## src/rtl/core_pkg.sv

```systemverilog
// Shared definitions for the ARMv8 pipeline control blocks.
package core_pkg;

  localparam logic [4:0] XZR = 5'd31;

  typedef enum logic [0:0] {
    RUN      = 1'b0,
    LU_STALL = 1'b1
  } hz_state_e;

endpackage

```

## src/rtl/perf_counter.sv

```systemverilog
// Wrapping event counter; a clear wins over an increment in the same cycle.
module perf_counter #(
  parameter int CNT_W = 32
) (
  input  logic             clk_i,
  input  logic             rst_ni,
  input  logic             inc_i,
  input  logic             clr_i,
  output logic [CNT_W-1:0] cnt_o
);

  logic [CNT_W-1:0] cnt_q, cnt_d;

  always_comb begin
    cnt_d = cnt_q;
    if (clr_i) begin
      cnt_d = '0;
    end else if (inc_i) begin
      cnt_d = cnt_q + CNT_W'(1);
    end
  end

  always_ff @(posedge clk_i or negedge rst_ni) begin
    if (!rst_ni) begin
      cnt_q <= '0;
    end else begin
      cnt_q <= cnt_d;
    end
  end

  assign cnt_o = cnt_q;

endmodule

```

## src/rtl/id_hazard_ctrl.sv

```systemverilog
// ID-stage sequencing: load-use stalls, MEM-stage branch flushes and
// data-memory freezes, with stall/freeze/flush event counters.
module id_hazard_ctrl
  import core_pkg::*;
#(
  parameter int LOAD_STALL = 1,
  parameter int CNT_W      = 32
) (
  input  logic             clock,
  input  logic             reset,
  input  logic [4:0]       if_id_rn,
  input  logic [4:0]       if_id_rm,
  input  logic             uses_rn,
  input  logic             uses_rm,
  input  logic             id_ex_memread,
  input  logic [4:0]       id_ex_rd,
  input  logic             branch_taken,
  input  logic             mem_busy,
  input  logic             cnt_clear,
  output logic             pc_write,
  output logic             if_id_write,
  output logic             if_id_flush,
  output logic             id_ex_bubble,
  output logic             ex_mem_flush,
  output logic             pipe_freeze,
  output logic [CNT_W-1:0] stall_cnt,
  output logic [CNT_W-1:0] freeze_cnt,
  output logic [CNT_W-1:0] flush_cnt
);

  localparam logic [2:0] STALL_EXTRA = 3'(LOAD_STALL - 1);

  hz_state_e  state_q, state_d;
  logic [2:0] rem_q, rem_d;
  logic       hazard;
  logic       inc_stall, inc_freeze, inc_flush;

  assign hazard = id_ex_memread && (id_ex_rd != XZR) &&
                  ((uses_rn && (if_id_rn == id_ex_rd)) ||
                   (uses_rm && (if_id_rm == id_ex_rd)));

  always_comb begin
    pc_write     = 1'b1;
    if_id_write  = 1'b1;
    if_id_flush  = 1'b0;
    id_ex_bubble = 1'b0;
    ex_mem_flush = 1'b0;
    pipe_freeze  = 1'b0;
    state_d      = state_q;
    rem_d        = rem_q;
    inc_stall    = 1'b0;
    inc_freeze   = 1'b0;
    inc_flush    = 1'b0;

    // Reset drives the outputs directly so they respond before any clock edge.
    if (!reset) begin
      pc_write     = 1'b0;
      if_id_write  = 1'b0;
      id_ex_bubble = 1'b1;
    end else if (mem_busy) begin
      pc_write    = 1'b0;
      if_id_write = 1'b0;
      pipe_freeze = 1'b1;
      inc_freeze  = 1'b1;
    end else if (branch_taken) begin
      if_id_write  = 1'b0;
      if_id_flush  = 1'b1;
      id_ex_bubble = 1'b1;
      ex_mem_flush = 1'b1;
      state_d      = RUN;
      rem_d        = '0;
      inc_flush    = 1'b1;
    end else if (state_q == LU_STALL) begin
      pc_write     = 1'b0;
      if_id_write  = 1'b0;
      id_ex_bubble = 1'b1;
      inc_stall    = 1'b1;
      if (rem_q <= 3'd1) begin
        state_d = RUN;
        rem_d   = '0;
      end else begin
        rem_d = rem_q - 3'd1;
      end
    end else if (hazard) begin
      pc_write     = 1'b0;
      if_id_write  = 1'b0;
      id_ex_bubble = 1'b1;
      inc_stall    = 1'b1;
      if (LOAD_STALL > 1) begin
        state_d = LU_STALL;
        rem_d   = STALL_EXTRA;
      end
    end
  end

  always_ff @(posedge clock or negedge reset) begin
    if (!reset) begin
      state_q <= RUN;
      rem_q   <= '0;
    end else begin
      state_q <= state_d;
      rem_q   <= rem_d;
    end
  end

  perf_counter #(.CNT_W(CNT_W)) u_stall_cnt (
    .clk_i  (clock),
    .rst_ni (reset),
    .inc_i  (inc_stall),
    .clr_i  (cnt_clear),
    .cnt_o  (stall_cnt)
  );

  perf_counter #(.CNT_W(CNT_W)) u_freeze_cnt (
    .clk_i  (clock),
    .rst_ni (reset),
    .inc_i  (inc_freeze),
    .clr_i  (cnt_clear),
    .cnt_o  (freeze_cnt)
  );

  perf_counter #(.CNT_W(CNT_W)) u_flush_cnt (
    .clk_i  (clock),
    .rst_ni (reset),
    .inc_i  (inc_flush),
    .clr_i  (cnt_clear),
    .cnt_o  (flush_cnt)
  );

endmodule

```

## config.mk

```make
export PLATFORM = sky130hd
export DESIGN_NAME = id_hazard_ctrl
export DESIGN_NICKNAME = d
export VERILOG_FILES = /design/src/rtl/core_pkg.sv /design/src/rtl/perf_counter.sv /design/src/rtl/id_hazard_ctrl.sv
export SDC_FILE = /design/constraint.sdc
export NUM_CORES = 1
export LEC_CHECK = 0
export CELL_PAD_IN_SITES_DETAIL_PLACEMENT = 0
export CELL_PAD_IN_SITES_GLOBAL_PLACEMENT = 2
export CORE_UTILIZATION = 33
export DETAILED_ROUTE_END_ITERATION = 16
export GPL_ROUTABILITY_DRIVEN = 1
export PLACE_DENSITY = 0.83
export SETUP_SLACK_MARGIN = 0.4
export SLEW_MARGIN = 20
export SYNTH_ARGS = -nofsm -noshare
export SYNTH_HDL_FRONTEND = slang
export SYNTH_HIERARCHICAL = 1
export SYNTH_SLANG_ARGS = --single-unit
```

## constraint.sdc

```tcl
create_clock -name clock -period 4.37 [get_ports clock]
set_input_delay 0.874 -clock clock [delete_from_list [all_inputs] [get_ports clock]]
set_output_delay 0.874 -clock clock [all_outputs]
set_load 0.01 [all_outputs]
```

==> Word level (Yosys, flattened, before mapping) <==
Cells that the tools add are included.
{ "word_totals": {"reg_bits": 100} }
{ "classes": {"eq_ne": 3, "order_cmp": 1, "n_reduce_logical": 11, "muxes": 33, "n_bitwise": 1, "n_addsub": 4} }
{ "ops": {"columns": ["op", "count"], "rows": [
  ["two-way mux 32 bit", 6],
  ["adder 32 x 1 -> 32 bit (second input constant)", 3],
  ["two-way mux 1 bit", 24],
  ["equality test 5 bit", 2],
  ["two-way mux 3 bit", 3],
  ["nonzero test 2 bit", 4],
  ["inequality test 5 bit (second input constant)", 1],
  ["logical AND 1 bit", 4],
  ["<= comparator 3 x 1 -> 1 bit (second input constant)", 1],
  ["AND reduction 3 bit", 1],
  ["subtractor 3 x 1 -> 3 bit (second input constant)", 1],
  ["AND reduction 2 bit", 1],
  ["logical OR 1 bit", 1],
  ["inverter 1 bit", 1]
]} }

==> Longest topological paths before layout <==
{ "depth": {"depth_word": 11, "mapped_depth": 11, "ltp_nobuf": 8} }

==> By module <==
Netlist, hierarchy kept.
{ "modules_own_cells": {"columns": ["mod", "area_each_um2", "seq_area_each_um2", "cells_each", "instances"], "rows": [
  ["perf_counter", 1680.4, 800.8, 176, 3],
  ["id_hazard_ctrl", 445.4, 100.1, 55, 1]
]} }

==> Worst setup path after synthesis <==
No wires, ideal clock.
{ "synth_timing": {"kind": "in2reg", "start": "in id_ex_rd[2]", "end": "reg u_stall_cnt.cnt_q[27], in the netlist u_stall_cnt/cnt_o[27]", "path_buffers": 2, "arrival_ns": 3.056, "stages": 10, "setup_ns": 0.078, "setup_slack_ns": 1.236, "cell_sequence": "xor2_1 nor4_2 a32oi_1 o32ai_1 buf_4 o2111ai_4 or3_1 clkbuf_2 or4_1 a21oi_1"} }
{ "synth_via": {"elab_chain_cells": 10, "elab_cells_between_ends": 14, "classes_between": "3 x eq/ne; 5 x mux; 6 x reduce/logical"} }
{ "synth_rtl": {"columns": ["element", "line_no", "text"], "rows": [
  ["start, declared", "id_hazard_ctrl.sv:16", "input logic [4:0] id_ex_rd,"],
  ["equality test 5 bit, on equally long branches", "id_hazard_ctrl.sv:39, id_hazard_ctrl.sv:40", null],
  ["logical AND 1 bit, on equally long branches", "id_hazard_ctrl.sv:39, id_hazard_ctrl.sv:40", null],
  ["logical OR 1 bit", "id_hazard_ctrl.sv:39", "((uses_rn && (if_id_rn == id_ex_rd)) ||"],
  ["logical AND 1 bit *", "id_hazard_ctrl.sv:38", "assign hazard = id_ex_memread && (id_ex_rd != XZR) &&"],
  ["two-way mux 1 bit *", "id_hazard_ctrl.sv:84", "end else if (hazard) begin"],
  ["two-way mux 1 bit *", "id_hazard_ctrl.sv:73", "end else if (state_q == LU_STALL) begin"],
  ["two-way mux 1 bit *", "id_hazard_ctrl.sv:65", "end else if (branch_taken) begin"],
  ["two-way mux 1 bit *", "id_hazard_ctrl.sv:60", "end else if (mem_busy) begin"],
  ["two-way mux 1 bit *", "id_hazard_ctrl.sv:56", "if (!reset) begin"],
  ["net inc_stall", "id_hazard_ctrl.sv:36", "logic inc_stall, inc_freeze, inc_flush;"],
  ["nonzero test 2 bit (no source line) *", null, null],
  ["end signal, assigned", "perf_counter.sv:27", "cnt_q <= cnt_d;"],
  ["end, declared", "perf_counter.sv:12", "logic [CNT_W-1:0] cnt_q, cnt_d;"]
]} }
The timed path passes the listed nets; every way through them passes the cells marked *.
A chain may end at the register's enable or synchronous reset.

==> Worst setup path after layout <==
{ "layout_timing": {"start": "in id_ex_rd[2]", "end": "out pc_write"} }
{ "layout_via": {"elab_chain_cells": 9, "elab_cells_between_ends": 13, "classes_between": "3 x eq/ne; 5 x mux; 5 x reduce/logical"} }
{ "layout_rtl": {"columns": ["element", "line_no", "text"], "rows": [
  ["equality test 5 bit, on equally long branches", "id_hazard_ctrl.sv:39, id_hazard_ctrl.sv:40", null],
  ["logical AND 1 bit, on equally long branches", "id_hazard_ctrl.sv:39, id_hazard_ctrl.sv:40", null],
  ["logical OR 1 bit", "id_hazard_ctrl.sv:39", null],
  ["logical AND 1 bit *", "id_hazard_ctrl.sv:38", null],
  ["two-way mux 1 bit *", "id_hazard_ctrl.sv:84", null],
  ["two-way mux 1 bit *", "id_hazard_ctrl.sv:73", null],
  ["two-way mux 1 bit *", "id_hazard_ctrl.sv:65", null],
  ["two-way mux 1 bit *", "id_hazard_ctrl.sv:60", null],
  ["two-way mux 1 bit *", "id_hazard_ctrl.sv:56", null],
  ["end, declared", "id_hazard_ctrl.sv:20", "output logic pc_write,"]
]} }
Every way passes the cells marked *; elsewhere a longest branch is shown, timed or not.

==> summary.txt <==
Status
  – Outcome: finished, final reports clean

Hold path
  – Worst hold path type: reg -> reg

Die
  – Die ar.: between 15,000 and 20,000 sq um
  – Core footprint: 16,100 sq um
  – Initial Util: between 30 and 40%
  – Die Ht: around 130 microns
  – Cell Rows: 46
  – Die span in x: around 130 microns
  – Ports: between 100 and 150

Synthesis
  – Top FF cell, synth: dfrtp_1
  – Synth top area cells: dfrtp_1 (46%), a21oi_1 (5.6%), or4_1 (5.3%)
  – Synth Cell Area: roughly 5500 sq um
  – Syn Nets: about 610
  – Post-synthesis area per instance: roughly 9.4 sq um
  – Seq/Total Area, Yosys: between 40% and 50%
  – Share of the synthesized area in the top cell type: a little under half
  – Mapped Cells: ~580
  – Synthesized flop and latch total: 100
  – Async set or reset register ratio after synthesis: between 90% and 100%
  – Dominant cell type by area after synthesis: dfrtp_1
  – EDFF count, synth: 0
  – Unique cell type count in the Yosys netlist: 40
  – Synth warnings: 6

Power
  – Power per Cell Area: roughly 260 nW/um^2
  – Overall power: 1.85 mW
  – Leak: roughly 2.6 nW
  – Worst VDD drop: approximately 0.16 mV

Clocking
  – Clock buffer depth: 2
  – Sink Count: 100
  – Worst-path clk slew: 0.06 ns
  – Post-CTS Hold Fix Bufs: 0
  – Clk_lat worst skew: ~0.35 ns
  – TritonCTS clock tree: done
  – CTS buffer count: 9
  – Post-CTS resize count: 0
  – CTS root buf: clkbuf_16
  – H-tree depth: 3
  – Post-CTS setup repair buffer count: 0

Setup path
  – Most Frequent Cell on Critical Path: clkdlybuf4s50_1
  – Worst R2R Setup Slack: roughly 1.8 ns
  – Crit-path cells: clkdlybuf4s50_1 > xor2_1 > nor4_2 > a32oi_1 > o311a_1 > clkdlybuf4s50_1
  – CP Data Arrival Time: approximately 2.9 ns
  – CP Launch Type: input pin
  – Critical path peak fanout: 4
  – Crit end category: output port
  – Required time worst endpoint: approximately 3.5 ns
  – CP Buf/Inv Count: 2
  – Largest delay contributor family on the critical path: buffers and inverters
  – Worst path slowest cell: clkdlybuf4s50_1
  – Slowest stage delay, CP: between 0.4 and 0.5 ns
  – CP Class: in -> out

Place
  – PortBufs: between 100 and 150
  – Global placement routability congestion: about 0.8
  – Hpwl dp: 9.73 mm

Timing
  – Min Tclk post-route: 3.77 ns
  – Final setup fails: 0
  – RSZ-0062 raised after global routing: no
  – Final worst path period share: a little under nine tenths
  – TNS Setup: 0 ns
  – Worst Skew: 0.00729 ns
  – Max Slew Vio Count: 0
  – Max Clk Rate: ~0.27 GHz
  – Max_slew headroom: between 50 and 60%
  – Final hold vios: 0
  – Worst-margin pin slew: between 0.6 and 0.7 ns
  – Final hold slack: 0.502 ns

Route
  – Wire length per cell after detailed routing: 15.9 microns
  – Post-route antenna net violation count: 0
  – DR pass1 iterations: 4
  – DRC viols: 0
  – Initial DRC count: ~240
  – Final WL: ~14 mm
  – Vias: 4,923
  – Via/cell ratio: ~5.4

Finish
  – Final nets: approximately 710
  – Layout area overhead: 30.0%
  – ANT cells: 0
  – Share of cells above drive strength 1: 4.34%

Global routing
  – First-pass GRT wire length: ~23 mm
  – GRT Total Usage: between 10% and 20%
  – Total gr overflow: 0
  – Antenna violations before repair: 1
  – Vias in the first global route: between 4,000 and 5,000
  – Largest net degree at the start of global routing: 52

Run
  – Max-capacitance violation count: 0
## worst paths after layout
| check | depth (start not counted) | endpoint | from |
|---|---|---|---|
| min in group asynchronous | 2 | u_freeze_cnt/cnt_o[30] | reset |
| worst max-delay path | 6 | pc_write | id_ex_rd[2] |
| worst min-delay path | 1 | rem_q[2] | rem_q[2] |
| worst max register to register | 7 | u_stall_cnt/cnt_o[26] | state_q |
| worst min register to register | 1 | rem_q[2] | rem_q[2] |
| max in group asynchronous | 3 | u_stall_cnt/cnt_o[22] | reset |
## kinds of logic (layout without fill, tap and decap cells)
family	Yosys count	in the layout	share of synthesized area [%]
compound gates	144	144	16.9
buf+inv	60	168	4.79
fa+ha+maj	5	5	1.14
mux	3	3	0.547
simple gates	228	228	24.1
flops	100	100	45.6
xor+xnor	43	43	6.86
## final cells by class
type	count	area, sq um
Multi-Input combinational cell	423	2720
Clock buffer	11	243
Clock inverter	5	27.5
Sequential cell	100	2500
Fill cell	1517	8930
Timing Repair Buffer	130	1280
Inverter	22	82.6
Tap cell	216	270
## synthesized netlist by cell type (4+ instances only)
master	n
buf_4	7
xnor2_1	23
or3_1	28
ha_1	5
nand2_1	40
xor2_1	20
a21oi_1	61
o31ai_1	37
clkbuf_1	19
dfrtp_1	100
or4_1	39
nor2_1	41
nor4_1	13
and4_1	12
nand3_1	21
nand4_1	15
buf_2	6
inv_1	22
o211a_1	4
nor3_1	6
o21ai_0	29
## per-stage QoR
step                setup slack (ns)  instance area (sq um)  utilization [%]  instances
global route                   0.421                   7130             44.4        907
CTS                            0.531                   7130             44.4        907
floorplan                       1.24                   5490                -        583
global placement               0.507                   6860             42.7        891
detailed placement             0.367                   6860             42.7        891
finish                         0.599                   7130             44.4        907
## registers in the layout (all words and copies together) (netlist names)
name                flops
rem_q                   3
state_q                 1
u_flush_cnt/cnt_o      32
u_stall_cnt/cnt_o      32
u_freeze_cnt/cnt_o     32
## cells in the final DEF, fill, tap and decap left out, drive strengths merged, types with 23 or more instances in the layout
master         netlist  layout
a21oi               61      61
clkdlybuf4s50        0     121
or3                 28      28
dfrtp              100     100
nor2                41      41
o31ai               37      37
o21ai               29      29
nand2               40      40
xnor2               23      23
or4                 39      39
## per-layer routing
layer / track usage (%) / routed length, microns / up-vias
li1: - / - / 2371
met1: 23.4 / 6830 / 2415
met2: 27.3 / 6620 / 123
met3: 3.91 / 801 / 14
met4: 5.95 / 174 / 0
met5: 0 / 0 / -
## report_power, final
part	leakage, nW	total [mW]	switching, mW	internal, mW
clock network	0.135	0.746	0.348	0.398
logic	1.04	0.153	0.0918	0.0610
registers	1.40	0.954	0.0132	0.940
Power figures use the tool's default switching activity.
